$ cat src/rtl/note_feeder.sv
// Purpose: one lane's note supplier. Streams 16-bit note times from song memory
//          into a small prefetch FIFO and hands one note per request to the matcher.
// Latency: start -> first read next cycle -> note_available two cycles after that read.
// Backpressure: reads issue only while FIFO occupancy plus the in-flight read is
//          below DEPTH, so a returning word always has a slot.
// Ports:   clk/rst (sync, active-high); start/base_addr begin a lane;
//          mem_rd_en/mem_addr/mem_data form the 1-cycle-latency memory port;
//          note_request/note_available/note_time form the matcher handshake;
//          song_done and notes_served are status outputs.
module note_feeder #(
   parameter int          ADDR_W   = 12,
   parameter int          DEPTH    = 4,
   parameter logic [15:0] END_MARK = 16'hFFFF
) (
   input  logic              clk,
   input  logic              rst,
   input  logic              start,
   input  logic [ADDR_W-1:0] base_addr,
   output logic              mem_rd_en,
   output logic [ADDR_W-1:0] mem_addr,
   input  logic [15:0]       mem_data,
   input  logic              note_request,
   output logic              note_available,
   output logic [15:0]       note_time,
   output logic              song_done,
   output logic [15:0]       notes_served
);

   localparam int PW = (DEPTH > 1) ? $clog2(DEPTH) : 1;
   localparam int CW = PW + 1;
   localparam logic [CW-1:0] DEPTH_C = CW'(DEPTH);

   typedef enum logic [1:0] {IDLE, FETCH, DONE} state_t;

   state_t            state;
   state_t            state_nxt;
   logic [ADDR_W-1:0] ptr;
   logic              inflight;       // a read was issued last cycle; its data is on mem_data now
   logic              inflight_last;  // that read targeted the top address
   logic              last_issued;    // top address already read; the pointer must not wrap
   logic [15:0]       fifo [DEPTH];
   logic [PW-1:0]     rd_idx;
   logic [PW-1:0]     wr_idx;
   logic [CW-1:0]     count;
   logic              empty;
   logic              ret;
   logic              ret_end;
   logic              push;
   logic              pop;

   assign empty    = (count == '0);
   assign mem_addr = ptr;

   // start discards whatever is returning this cycle
   assign ret     = inflight && !start;
   assign push    = ret && (mem_data != END_MARK);
   assign ret_end = ret && ((mem_data == END_MARK) || inflight_last);
   // the parked all-1's word is never popped, so a pop needs real FIFO content
   assign pop     = note_request && !empty && !start;

   // ---- state register ----
   always_ff @(posedge clk) begin
      if (rst) state <= IDLE;
      else     state <= state_nxt;
   end

   // ---- next-state logic ----
   always_comb begin
      state_nxt = state;
      if (start)
         state_nxt = FETCH;
      else if ((state == FETCH) && ret_end)
         state_nxt = DONE;
   end

   // ---- output logic ----
   always_comb begin
      mem_rd_en      = 1'b0;
      note_available = 1'b0;
      note_time      = 16'hFFFF;
      song_done      = 1'b0;
      if ((state == FETCH) && !inflight && !last_issued &&
          ((count + {{(CW-1){1'b0}}, inflight}) < DEPTH_C))
         mem_rd_en = 1'b1;
      if (!empty) begin
         note_available = 1'b1;
         note_time      = fifo[rd_idx];
      end else if (state == DONE) begin
         note_available = 1'b1;
         song_done      = 1'b1;
      end
   end

   // ---- datapath ----
   always_ff @(posedge clk) begin
      if (rst) begin
         ptr           <= '0;
         inflight      <= 1'b0;
         inflight_last <= 1'b0;
         last_issued   <= 1'b0;
         rd_idx        <= '0;
         wr_idx        <= '0;
         count         <= '0;
         notes_served  <= '0;
      end else if (start) begin
         ptr           <= base_addr;
         inflight      <= 1'b0;
         inflight_last <= 1'b0;
         last_issued   <= 1'b0;
         rd_idx        <= '0;
         wr_idx        <= '0;
         count         <= '0;
         notes_served  <= '0;
      end else begin
         inflight <= mem_rd_en;
         if (mem_rd_en) begin
            inflight_last <= (ptr == '1);
            if (ptr == '1) last_issued <= 1'b1;
            else           ptr         <= ptr + ADDR_W'(1);
         end
         if (push) wr_idx <= wr_idx + PW'(1);
         if (pop) begin
            rd_idx <= rd_idx + PW'(1);
            if (notes_served != 16'hFFFF) notes_served <= notes_served + 16'd1;
         end
         case ({push, pop})
            2'b10:   count <= count + CW'(1);
            2'b01:   count <= count - CW'(1);
            default: count <= count;
         endcase
      end
   end

   // storage needs no reset; occupancy tracking decides what is valid
   always_ff @(posedge clk) begin
      if (push && !rst) fifo[wr_idx] <= mem_data;
   end

endmodule
$ cat config.mk
export PLATFORM = sky130hd
export DESIGN_NAME = note_feeder
export DESIGN_NICKNAME = d
export VERILOG_FILES = /design/src/rtl/note_feeder.sv
export SDC_FILE = /design/constraint.sdc
export NUM_CORES = 1
export LEC_CHECK = 0
export ABC_AREA = 1
export BUFFER_PORTS_ARGS = -buffer_cell sky130_fd_sc_hd__clkbuf_2
export CELL_PAD_IN_SITES_DETAIL_PLACEMENT = 0
export CELL_PAD_IN_SITES_GLOBAL_PLACEMENT = 2
export CORE_ASPECT_RATIO = 0.5
export CORE_MARGIN = 2
export CORE_UTILIZATION = 35
export DETAILED_ROUTE_END_ITERATION = 8
export GPL_TIMING_DRIVEN = 1
export PLACE_DENSITY_LB_ADDON = 0.12
export SLEW_MARGIN = 25
export SYNTH_ARGS = -nofsm -noshare
export SYNTH_HDL_FRONTEND = slang
export SYNTH_SLANG_ARGS = --single-unit
$ cat constraint.sdc
create_clock -name clk -period 2.4 [get_ports clk]
set_clock_uncertainty 0.1 [all_clocks]
set_input_delay 0 -clock clk [delete_from_list [all_inputs] [get_ports clk]]
set_output_delay 0 -clock clk [all_outputs]
set_load 0.1 [all_outputs]
[After elaboration in Yosys (flattened, before gate mapping)]
Memory sizes are Yosys's and may differ from the RTL's. A register that Yosys moved wholly into a read port is not among the register bits.
Index checks and enable logic that the tools add are counted.
Word-level totals
  register bits: 40
  bits in writable memories: 64
  input bits: 32
  logic and storage cells: 67
  memories kept: 1
Memories
  fifo: depth 4, bits a word 16, rd ports 1, clocked after Yosys merged registers in 1, write ports 1, RTL line 41  | logic [15:0] fifo [DEPTH];
Cells by class
  add/subtract/negate cells: 7
  order comparisons: 1
  eq/ne operators: 9
  mux-type cells: 15
  reductions and logical operators: 24
Operator list (count)
  12-bit 2-to-1 mux: 3
  16-bit != test (second input constant): 2
  16-bit by 1-bit adder with 16-bit output (second input constant): 1
  16-bit equality test (second input constant): 1
  16-bit 2-to-1 mux: 1
  12-bit by 1-bit adder with 12-bit output (second input constant): 1
  12-bit equality test (second input constant): 1
  1-bit logical AND: 10
  1-bit 2-to-1 mux: 8
  3-bit one-hot mux with 2 select lines: 1
  2-bit AND reduction: 3
  2-bit nonzero test: 3
  1-bit zero test: 5
  2-bit by 1-bit adder with 2-bit output (second input constant): 2
  2-bit by 1-bit equality test with 1-bit output (second input constant): 2
  2-bit equality test (second input constant): 2
  2-bit 2-to-1 mux: 2
  3-bit by 1-bit adder with 3-bit output: 1
  3-bit by 1-bit adder with 3-bit output (second input constant): 1
  3-bit zero test: 1
  3-bit < comparator (second input constant): 1
  3-bit by 1-bit subtractor with 3-bit output (second input constant): 1
  2-bit != test (second input constant): 1
  2-bit OR reduction: 1
  1-bit logical OR: 1

[Depth between registers and ports, before layout]
Gate-level depths: netlist of run 1.
  depth after elaboration: 7
  gate-level depth with buffers: 12

[Worst setup path before layout of run 1]
No wires, ideal clock.
  kind: register -> output
  start point: reg count[0]
  end point: out song_done
  data arrival time: 2.643 ns
  data required time: 2.300 ns
  path slack: -0.343 ns
  stages on the path, launching flop included: 4
  path buffers: 0
  cells stage by stage: dfxtp_1 inv_1 nand3_2 nor3_1
Between the ends
  word-level cells in the longest chain between the ends: 2
RTL lines
  start, declared: RTL line 44  | logic [CW-1:0] count;
  start signal, assigned: RTL line 127  | 2'b10: count <= count + CW'(1);
  start signal, assigned: RTL line 128  | 2'b01: count <= count - CW'(1);
  start signal, assigned: RTL line 129  | default: count <= count;
  3-bit zero test: RTL line 51  | assign empty = (count == '0);
  1-bit 2-to-1 mux: RTL line 85  | if (!empty) begin
  end, declared: RTL line 25  | output logic song_done,
Every way passes these cells.

[Worst setup path after layout of run 1]
  start point: in mem_data[3]
  end point: reg count[2]
Between the ends
  word-level cells in the longest chain between the ends: 4
  elaborated cells between the ends (all ways): 6
  classes of those cells: eq/ne: 3; mux: 1; reduce/logical: 2
RTL lines
  start, declared: RTL line 21  | input logic [15:0] mem_data,
  16-bit != test (*): RTL line 56  | assign push = ret && (mem_data != END_MARK);
  1-bit logical AND (*): RTL line 56
  2-bit by 1-bit equality test with 1-bit output / 2-bit equality test (equally long branches): RTL line 126  | case ({push, pop})
  3-bit one-hot mux with 2 select lines / 2-bit nonzero test (equally long branches)
Mark *: on every way between the ends. The rest lies on a longest branch, timed or not.
A chain may end at the register's enable or synchronous reset.

==> flow_metrics.py, run 1 <==
metrics = {
    "drt": {
        "drtPass1Iterations": 4,
        "wl_per_cell_um": 13.6,
        "viasPerCell": 4.57,
        "drc_errors": 0,
        "antenna_left": 0,
        "routed-via-count": 3961,
        "m1WireLength_um": 5920,
        "wl_um": 11800,
        "drtIter0Drc": 167,
        "wl_met3_um": 496,
        "top_layer_used": "met4",
        "dr_wl_met2_um": 5270,
    },
    "global_route": {
        "grt_max_degree": 49,
        "gr-total-overflow": 0,
        "grt_pass1_vias": 3785,
        "antenna_found_initial": 0,
        "grt_pass1_wl_um": 19600,
        "track_usage_pct": 16.4,
    },
    "layout": {
        "fin_area_sq_mm": 0.00629,
        "instances_no_fill": 867,
        "synthToLayoutAreaGrowth_pct": 26.0,
        "nets": 710,
        "num_antenna_cells": 0,
        "drive_gt1_share_pct": 19.9,
    },
    "timing": {
        "tns_ns": 0,
        "fin_hold_ws_ns": 0.0235,
        "fmax_ghz": 0.452,
        "setup_viol": 0,
        "final_max_slew_viol_count": 0,
        "rsz0062_at_grt": "no",
        "timing_worst_slew_pin_value_ns": 0.552,
        "hold_viol_final": 0,
        "slew_headroom_pct": 63.4,
        "post-route-period-util_pct": 92.3,
        "fin_crit_ns": 2.21,
    },
    "power": {
        "clkPwrFrac_pct": 37.2,
        "combPwrFrac_pct": 11.2,
        "p_switching_w": 0.00104,
        "irDropWorstVdd_v": 0.000317,
        "power_per_cell_area_mw_per_mm2": 608,
        "power_leakage_nw": 2.38,
        "switching_share_pct": 27.1,
        "p_int_w": 0.00279,
        "pwr-share-seq_pct": 51.6,
    },
    "clock_tree": {
        "postCtsSetupBuffers": 0,
        "clkSlewWorstSetupHoldPaths_ns": 0.08,
        "insertion_delay_ns": 0.34,
        "ctsResizeCount": 0,
        "cts_buffers": 9,
        "cts_tree": "built",
        "h-tree-depth": 3,
        "cts_max_path_buffers": 2,
        "clock-root-buffer": "clkbuf_16",
        "clock_sinks": 106,
    },
    "floorplanning": {
        "ios": 79,
        "die_x_um": 173,
        "initial_core_util_pct": 36.4,
        "dieArea_sq_mm": 0.0153,
        "row_count": 30,
        "coreArea_sq_mm": 0.0137,
        "chipHeight_um": 88.5,
    },
    "synthesis": {
        "synth_ff_type": "edfxtp_1",
        "synth_fp_nets": 590,
        "async_reset_ff_share_pct": 0,
        "synth_top_area_share_pct": 38.5,
        "synth_cell_types": 34,
        "synth-seq-cells": 106,
        "syn-instance-count": 550,
        "yosysTopAreaCell": "edfxtp_1",
        "synth_enable_flop_cells": 64,
        "synthesis.yosys.warnings": 0,
        "yosys.cell_count.top_type": "nand2_1",
        "synth.cell_area_sq_mm": 0.00499,
        "synthTopCellsByCount": "134 x nand2_1, 71 x nor2_1, 64 x edfxtp_1",
        "syn_avg_cell_area_sq_um": 9.08,
        "synth.area.top_cells": "edfxtp_1 38%, dfxtp_1 17%, nand2_1 10%",
        "ys_seq_area_share_pct": 55.3,
    },
    "setup_path": {
        "startpoint_type": "input port",
        "crit_required_ns": 2.53,
        "worst_setup_path_end_kind": "register",
        "crit_fanout": 5,
        "critPathArrivalTime_ns": 2.35,
        "critPathKind": "input port to register",
    },
    "placement": {
        "io_buffers": 78,
        "place.gp.congestion": 0.743,
        "dp.cells": 821,
        "dpl.hpwl_um": 7910,
        "placed_cell_area_sq_mm": 0.00571,
    },
    "run_status": {
        "status": "finished clean",
    },
    "job": {
        "drv_cap": 0,
    },
    "hold_path": {
        "holdCritPathClass": "input port to register",
    },
}
layer usage:
metal / up-vias / global-route usage (%)
li1: 2078 / -
met1: 1812 / 21.7
met2: 63 / 28.0
met3: 8 / 3.99
met4: 0 / 3.70
met5: - / 0
worst max-delay path, cell delays in order:
cell and delay [ns]:
dlygate4sd3_1 0.54, clkbuf_2 0.15, nand4_1 0.11, nor2_1 0.29, a21oi_1 0.14, inv_1 0.08
ha_1 0.14, inv_1 0.06, fa_1 0.37, a21oi_1 0.15, o21ai_0 0.11, o21ai_0 0.16
a21oi_1 0.05
repair_timing:
action	CTS	global route
hold buffers	30	0
endpoints found under the setup margin	0	0
hold endpoints to repair	77	0
per-stage QoR:
stage / setup WS, ns / utilization (%) / total power, W
after detailed placement: 0.433 / 41.6 / 0.00241
after global routing: 0.0292 / 45.8 / 0.00400
after floorplan: 0.0205 / - / 0.00229
after global placement: 0.454 / 41.6 / 0.00241
final: 0.185 / 45.8 / 0.00383
after CTS: 0.246 / 45.8 / 0.00389
registers in the layout (all words and copies together) (netlist names), 2 cells and up, named ones only:
signal	cells
count	3
fifo	64
mem_addr	12
notes_served	16
rd_idx	2
state	2
wr_idx	2
power groups by stage:
stage / Combinational (W) / Clock [W] / Sequential [W]
2_1_floorplan: 0.000154 / 0 / 0.00214
3_3_place_gp: 0.000393 / 0 / 0.00202
3_5_place_dp: 0.000392 / 0 / 0.00202
4_1_cts: 0.000432 / 0.00148 / 0.00197
5_1_grt: 0.000463 / 0.00155 / 0.00198
6_report: 0.000428 / 0.00143 / 0.00197
placed cells by master (no fill, tap or decap), types with 4 or more instances in the layout:
cell type | Yosys | routed
nand3_1 | 20 | 20
o21ai_0 | 19 | 19
or2_2 | 4 | 4
buf_4 | 1 | 20
nor2_1 | 71 | 70
inv_6 | 1 | 4
dfxtp_1 | 42 | 41
nand2_1 | 134 | 134
a21oi_1 | 22 | 22
ha_1 | 7 | 7
mux2i_1 | 17 | 17
edfxtp_1 | 64 | 64
o211ai_1 | 32 | 32
clkbuf_16 | 0 | 9
nand4_1 | 10 | 10
dlygate4sd3_1 | 0 | 30
nor2_2 | 3 | 4
inv_1 | 60 | 60
clkbuf_2 | 0 | 74
final timing paths:
check	cells after the start	startpoint	slack (ns)	end
hold / removal	5	note_request	0.02	notes_served[5]
setup reg to reg	11	count[0]	0.40	count[2]
setup / recovery	13	mem_data[3]	0.19	count[2]
hold reg to reg	1	count[0]	0.36	count[0]
final cells by class:
cell class	instances	area, sq um
fillers	1359	7450
flip-flops and latches	106	2760
multi-input cells	364	1920
repair buffers	125	841
inverters	64	245
well taps	192	240
clock buffers	9	225
clock inverters	7	57.6
cell families (layout without fill, tap and decap cells):
logic type,after synthesis,in the layout,synth area share [%]
AOI/OAI and AO/OA,78,78,9.64
xor gates and xnor gates,6,6,1.05
adders and majority gates,8,8,2.15
buffers and inverters,80,205,6.41
DFF,106,106,55.3
muxes,17,17,3.41
and+or+nand+nor,255,255,22.0
(Power assumes the default switching activity.)
==> inputs of run 2 (changes only) <==
--- a/config.mk
+++ b/config.mk
@@ -7,11 +7,9 @@
 export LEC_CHECK = 0
 export ABC_AREA = 1
 export BUFFER_PORTS_ARGS = -buffer_cell sky130_fd_sc_hd__clkbuf_2
-export CELL_PAD_IN_SITES_DETAIL_PLACEMENT = 0
-export CELL_PAD_IN_SITES_GLOBAL_PLACEMENT = 2
 export CORE_ASPECT_RATIO = 0.5
 export CORE_MARGIN = 2
-export CORE_UTILIZATION = 35
+export CORE_UTILIZATION = 57
 export DETAILED_ROUTE_END_ITERATION = 8
 export GPL_TIMING_DRIVEN = 1
 export PLACE_DENSITY_LB_ADDON = 0.12
==> run 2 against run 1 <==
  * Combinational power is 3% lower
  * Die area is 37% lower
  * Sequential power hardly changed
  * Worst hold slack lost 0.013 ns
  * Global-route usage rose by 7.2 points
  * Non-clock buffer count down 7
  * Register-to-register slack better by 0.04 ns
  * Critical path depth unchanged
  * Largest power group unchanged
==> flow_metrics.py, run 2 (synthesis results as in run 1) <==
metrics = {
    "run_status": {
        "status": "finished clean",
    },
    "timing": {
        "tns_ns": 0,
        "final_max_slew_viol_count": 0,
        "post-route-period-util_pct": 89.8,
        "hold_viol_final": 0,
        "fmax_ghz": 0.464,
        "fin_hold_ws_ns": 0.0103,
        "slew_headroom_pct": 63.3,
        "timing_worst_slew_pin_value_ns": 0.554,
        "fin_crit_ns": 2.16,
        "rsz0062_at_grt": "no",
        "setup_viol": 0,
    },
    "floorplanning": {
        "coreArea_sq_mm": 0.00862,
        "ios": 79,
        "die_x_um": 136,
        "row_count": 24,
        "initial_core_util_pct": 58.0,
        "dieArea_sq_mm": 0.00957,
        "chipHeight_um": 70.2,
    },
    "global_route": {
        "grt_pass1_vias": 3810,
        "grt_pass1_wl_um": 17600,
        "track_usage_pct": 23.6,
        "antenna_found_initial": 0,
        "grt_max_degree": 49,
        "gr-total-overflow": 0,
    },
    "clock_tree": {
        "cts_max_path_buffers": 2,
        "cts_buffers": 9,
        "clock_sinks": 106,
        "insertion_delay_ns": 0.35,
        "h-tree-depth": 3,
        "cts_tree": "built",
        "ctsResizeCount": 0,
        "clkSlewWorstSetupHoldPaths_ns": 0.07,
        "clock-root-buffer": "clkbuf_16",
    },
    "placement": {
        "dpl.hpwl_um": 6860,
        "placed_cell_area_sq_mm": 0.00556,
        "dp.cells": 740,
        "io_buffers": 78,
        "place.gp.congestion": 0.852,
    },
    "setup_path": {
        "crit_required_ns": 2.53,
        "worst_setup_path_end_kind": "register",
        "critPathKind": "input port to register",
        "startpoint_type": "input port",
        "crit_fanout": 5,
        "critPathArrivalTime_ns": 2.29,
    },
    "layout": {
        "drive_gt1_share_pct": 19.0,
        "nets": 703,
        "largest_reg_flops": 64,
        "instances_no_fill": 784,
        "num_antenna_cells": 0,
        "top_register": "fifo",
        "final_cell_mix": "134 x nand2_1, 78 x clkbuf_2, 70 x nor2_1",
        "fillers": 668,
        "fin_area_sq_mm": 0.00614,
        "synthToLayoutAreaGrowth_pct": 23.0,
        "mostFrequentLayoutCell": "nand2_1",
    },
    "drt": {
        "wl_per_cell_um": 13.4,
        "viasPerCell": 5.20,
        "drc_errors": 0,
        "drtPass1Iterations": 5,
        "drtIter0Drc": 218,
        "antenna_left": 0,
        "wl_um": 10500,
        "routed-via-count": 4076,
    },
    "power": {
        "power_per_cell_area_mw_per_mm2": 628,
        "irDropWorstVdd_v": 0.000357,
        "power_leakage_nw": 2.35,
    },
    "hold_path": {
        "holdCritPathClass": "input port to register",
    },
    "job": {
        "drv_cap": 0,
    },
}
run 2: cell types whose count changed in the layout (fill, tap and decap cells not counted):
cell and change:
clkinv_4 -1, clkbuf_2 +4, inv_6 -2, clkinv_2 +1, buf_4 -10, bufinv_16 +1
dlygate4sd3_1 -1
run 2: worst paths after layout:
kind / startpoint / end / slack [ns] / cells after the start
max: mem_data[11] / count[2] / 0.24 / 13
max reg2reg: count[0] / count[2] / 0.44 / 11
min reg2reg: count[0] / count[0] / 0.35 / 1
min: note_request / notes_served[15] / 0.01 / 5
run 2: repair_timing:
item,in CTS,in global routing
hold endpoints to repair,87,0
hold buffers,29,0
buffers inserted,0,0
endpoints found under the setup margin,0,0
run 2: power breakdown:
group,switching [W],internal (W)
Sequential,0.0000287,0.00195
Clock,0.000658,0.000809
Combinational,0.000302,0.000112
run 2: stage by stage:
stage	setup slack [ns]	power, W	util, %
6_report	0.244	0.00386	71.3
5_1_grt	0.0704	0.00399	71.3
4_1_cts	0.265	0.00388	71.3
3_5_place_dp	0.444	0.00239	64.5
3_3_place_gp	0.502	0.00239	64.5
2_1_floorplan	0.0205	0.00229	-
run 2: cell type report:
type                       instances  area [sq um]  area share, %
clock inverter                     6          66.3           1.08
timing repair buffer             118           776           12.6
inverter                          64           245           3.99
sequential                       106          2760           45.0
multi-input combinational        364          1920           31.2
tap                              117           146           2.38
clock buffer                       9           225           3.67
run 2: critical path, stage by stage:
cell           delay (ns)
dlygate4sd3_1        0.53
clkbuf_2             0.17
nand4_1              0.12
nor2_1               0.21
a21oi_1              0.13
inv_1                0.07
ha_1                 0.14
inv_1                0.07
fa_1                 0.37
a21oi_1              0.14
o21ai_0              0.12
o21ai_0              0.15
a21oi_1              0.05
run 2: routing by layer:
metal  up-vias  wire length [um]  track usage, %
li1       2053                 -               -
met1      1896              4930            30.7
met2       109              4860            39.4
met3        18               585            6.17
met4         0               127            6.48
met5         -                 0               0
==> inputs of run 3 (changes only) <==
--- a/config.mk
+++ b/config.mk
@@ -8,7 +8,6 @@
 export ABC_AREA = 1
 export BUFFER_PORTS_ARGS = -buffer_cell sky130_fd_sc_hd__clkbuf_2
 export CORE_ASPECT_RATIO = 0.5
-export CORE_MARGIN = 2
 export CORE_UTILIZATION = 57
 export DETAILED_ROUTE_END_ITERATION = 8
 export GPL_TIMING_DRIVEN = 1
==> run 3 against run 2 <==
  * Design area grew 0.67%
  * Non-clock buffer count up 4
  * Critical endpoint is now note_time[6]
  * Cell count unchanged
  * Global-route usage is 1.7 points higher
  * Largest cell class unchanged
==> flow_metrics.py, run 3 (synthesis results as in run 1) <==
metrics = {
    "run_status": {
        "status": "finished clean",
    },
    "power": {
        "clkPwrFrac_pct": 38.6,
        "p_int_w": 0.00289,
        "pwr-share-seq_pct": 50.7,
        "irDropWorstVdd_v": 0.000399,
        "power_per_cell_area_mw_per_mm2": 631,
        "switching_share_pct": 25.8,
        "combPwrFrac_pct": 10.6,
        "power_leakage_nw": 2.39,
        "p_switching_w": 0.00101,
    },
    "setup_path": {
        "cp_top_family": "buffers and inverters",
        "crit_chain": "buf_12 -> mux2i_1 -> o211ai_1 -> clkbuf_2",
        "max_stage_delay_ns": 0.59,
        "crit_fanout": 33,
        "r2r_slack_ns": 0.46,
        "crit_required_ns": 2.30,
        "critPathKind": "register to primary output",
        "crit_slowest_cell": "dfxtp_2",
        "cp_num_buf_inv": 2,
        "r2r_cells": 11,
        "startpoint_type": "register",
        "critPathArrivalTime_ns": 2.05,
        "worst_setup_path_end_kind": "primary output",
        "cp.depth": 4,
    },
    "clock_tree": {
        "clock-root-buffer": "clkbuf_16",
        "clock_sinks": 106,
        "h-tree-depth": 3,
        "cts_buffers": 9,
        "clkSlewWorstSetupHoldPaths_ns": 0.07,
        "ctsResizeCount": 0,
        "cts_tree": "built",
        "cts_max_path_buffers": 2,
        "insertion_delay_ns": 0.35,
    },
    "drt": {
        "wl_per_cell_um": 13.7,
        "antenna_left": 0,
        "routed-via-count": 4072,
        "drtIter0Drc": 202,
        "wl_um": 10800,
        "drc_errors": 0,
        "drtPass1Iterations": 5,
        "viasPerCell": 5.19,
    },
    "layout": {
        "top_register": "fifo",
        "largest_reg_flops": 64,
        "drive_gt1_share_pct": 19.8,
        "final_cell_mix": "134 x nand2_1, 78 x clkbuf_2, 70 x nor2_1",
        "fillers": 626,
        "nets": 707,
        "synthToLayoutAreaGrowth_pct": 23.8,
        "instances_no_fill": 784,
        "final_util_pct": 75.1,
        "mostFrequentLayoutCell": "nand2_1",
        "num_antenna_cells": 0,
    },
    "timing": {
        "timing_worst_slew_pin_value_ns": 0.551,
        "setup_viol": 0,
        "rsz0062_at_grt": "no",
        "post-route-period-util_pct": 89.7,
        "tns_ns": 0,
        "slew_headroom_pct": 63.4,
        "final_max_slew_viol_count": 0,
        "fmax_ghz": 0.464,
        "fin_hold_ws_ns": 0.0133,
        "hold_viol_final": 0,
        "fin_crit_ns": 2.15,
    },
    "global_route": {
        "antenna_found_initial": 0,
        "gr-total-overflow": 0,
        "grt_pass1_wl_um": 17400,
        "grt_max_degree": 34,
        "grt_pass1_vias": 3721,
        "track_usage_pct": 25.3,
    },
    "floorplanning": {
        "coreArea_sq_mm": 0.00823,
        "initial_core_util_pct": 60.7,
        "dieArea_sq_mm": 0.00916,
        "die_x_um": 134,
        "row_count": 23,
        "ios": 79,
        "chipHeight_um": 68.2,
    },
    "placement": {
        "place.gp.congestion": 0.851,
        "dp.cells": 739,
        "io_buffers": 78,
        "dpl.hpwl_um": 7010,
    },
    "hold_path": {
        "holdCritPathClass": "input port to register",
        "min_path_cells": 5,
    },
    "job": {
        "drv_cap": 0,
    },
}
-- run 3: cell types whose count changed in the layout (fill, tap and decap cells not counted) --
cell	before	now
clkinv_1	1	0
clkinv_4	0	2
clkinvlp_4	1	0
inv_8	1	2
buf_4	10	14
-- run 3: worst paths after layout --
path | from | to
worst min-delay path | note_request | rd_idx[1]
worst max register to register | count[0] | count[2]
worst max-delay path | register | note_time[6]
worst min register to register | count[0] | count[0]
-- run 3: layout make-up --
cell class,count,area [sq um],area share (%)
timing repair buffer,122,806,13.0
clock buffer,9,225,3.64
multi-input combinational,364,1920,31.0
sequential,106,2760,44.7
clock inverter,7,83.8,1.36
inverter,64,245,3.97
tap,112,140,2.27
-- run 3: power groups by stage --
stage / clock (W) / combinational, W / sequential (W)
2_1_floorplan: 0 / 0.000154 / 0.00214
6_report: 0.00151 / 0.000415 / 0.00198
3_5_place_dp: 0 / 0.000376 / 0.00202
5_1_grt: 0.00161 / 0.000445 / 0.00198
4_1_cts: 0.00154 / 0.000416 / 0.00198
3_3_place_gp: 0 / 0.000371 / 0.00202
-- run 3: what timing repair did --
| action | in CTS | in global routing |
|---|---|---|
| endpoints found under the hold margin | 79 | 0 |
| hold buffers | 29 | 0 |
| setup buffers | 0 | 0 |
-- run 3: per-layer routing --
metal  share of wire [%]  track usage, %  vias to the layer above
li1                    -               -                     2070
met1                  46            32.2                     1876
met2                  47            44.6                      113
met3                 5.3            5.41                       13
met4                 1.3            7.58                        0
met5                   0               0                        -
-- run 3: metrics by stage --
| stage | power, W | setup WS [ns] | cell area (sq um) |
|---|---|---|---|
| after floorplan | 0.00229 | 0.0205 | 5000 |
| after global placement | 0.00239 | 0.506 | 5580 |
| after detailed placement | 0.00239 | 0.458 | 5580 |
| after CTS | 0.00393 | 0.251 | 6180 |
| after global routing | 0.00403 | 0.107 | 6180 |
| final | 0.00390 | 0.247 | 6180 |
-- run 3: tightest hold or removal path: cells and delay by family --
family	cells	cell delay [ns]
simple gates	2	0.18
buf+inv	2	0.16
compound gates	1	0.08
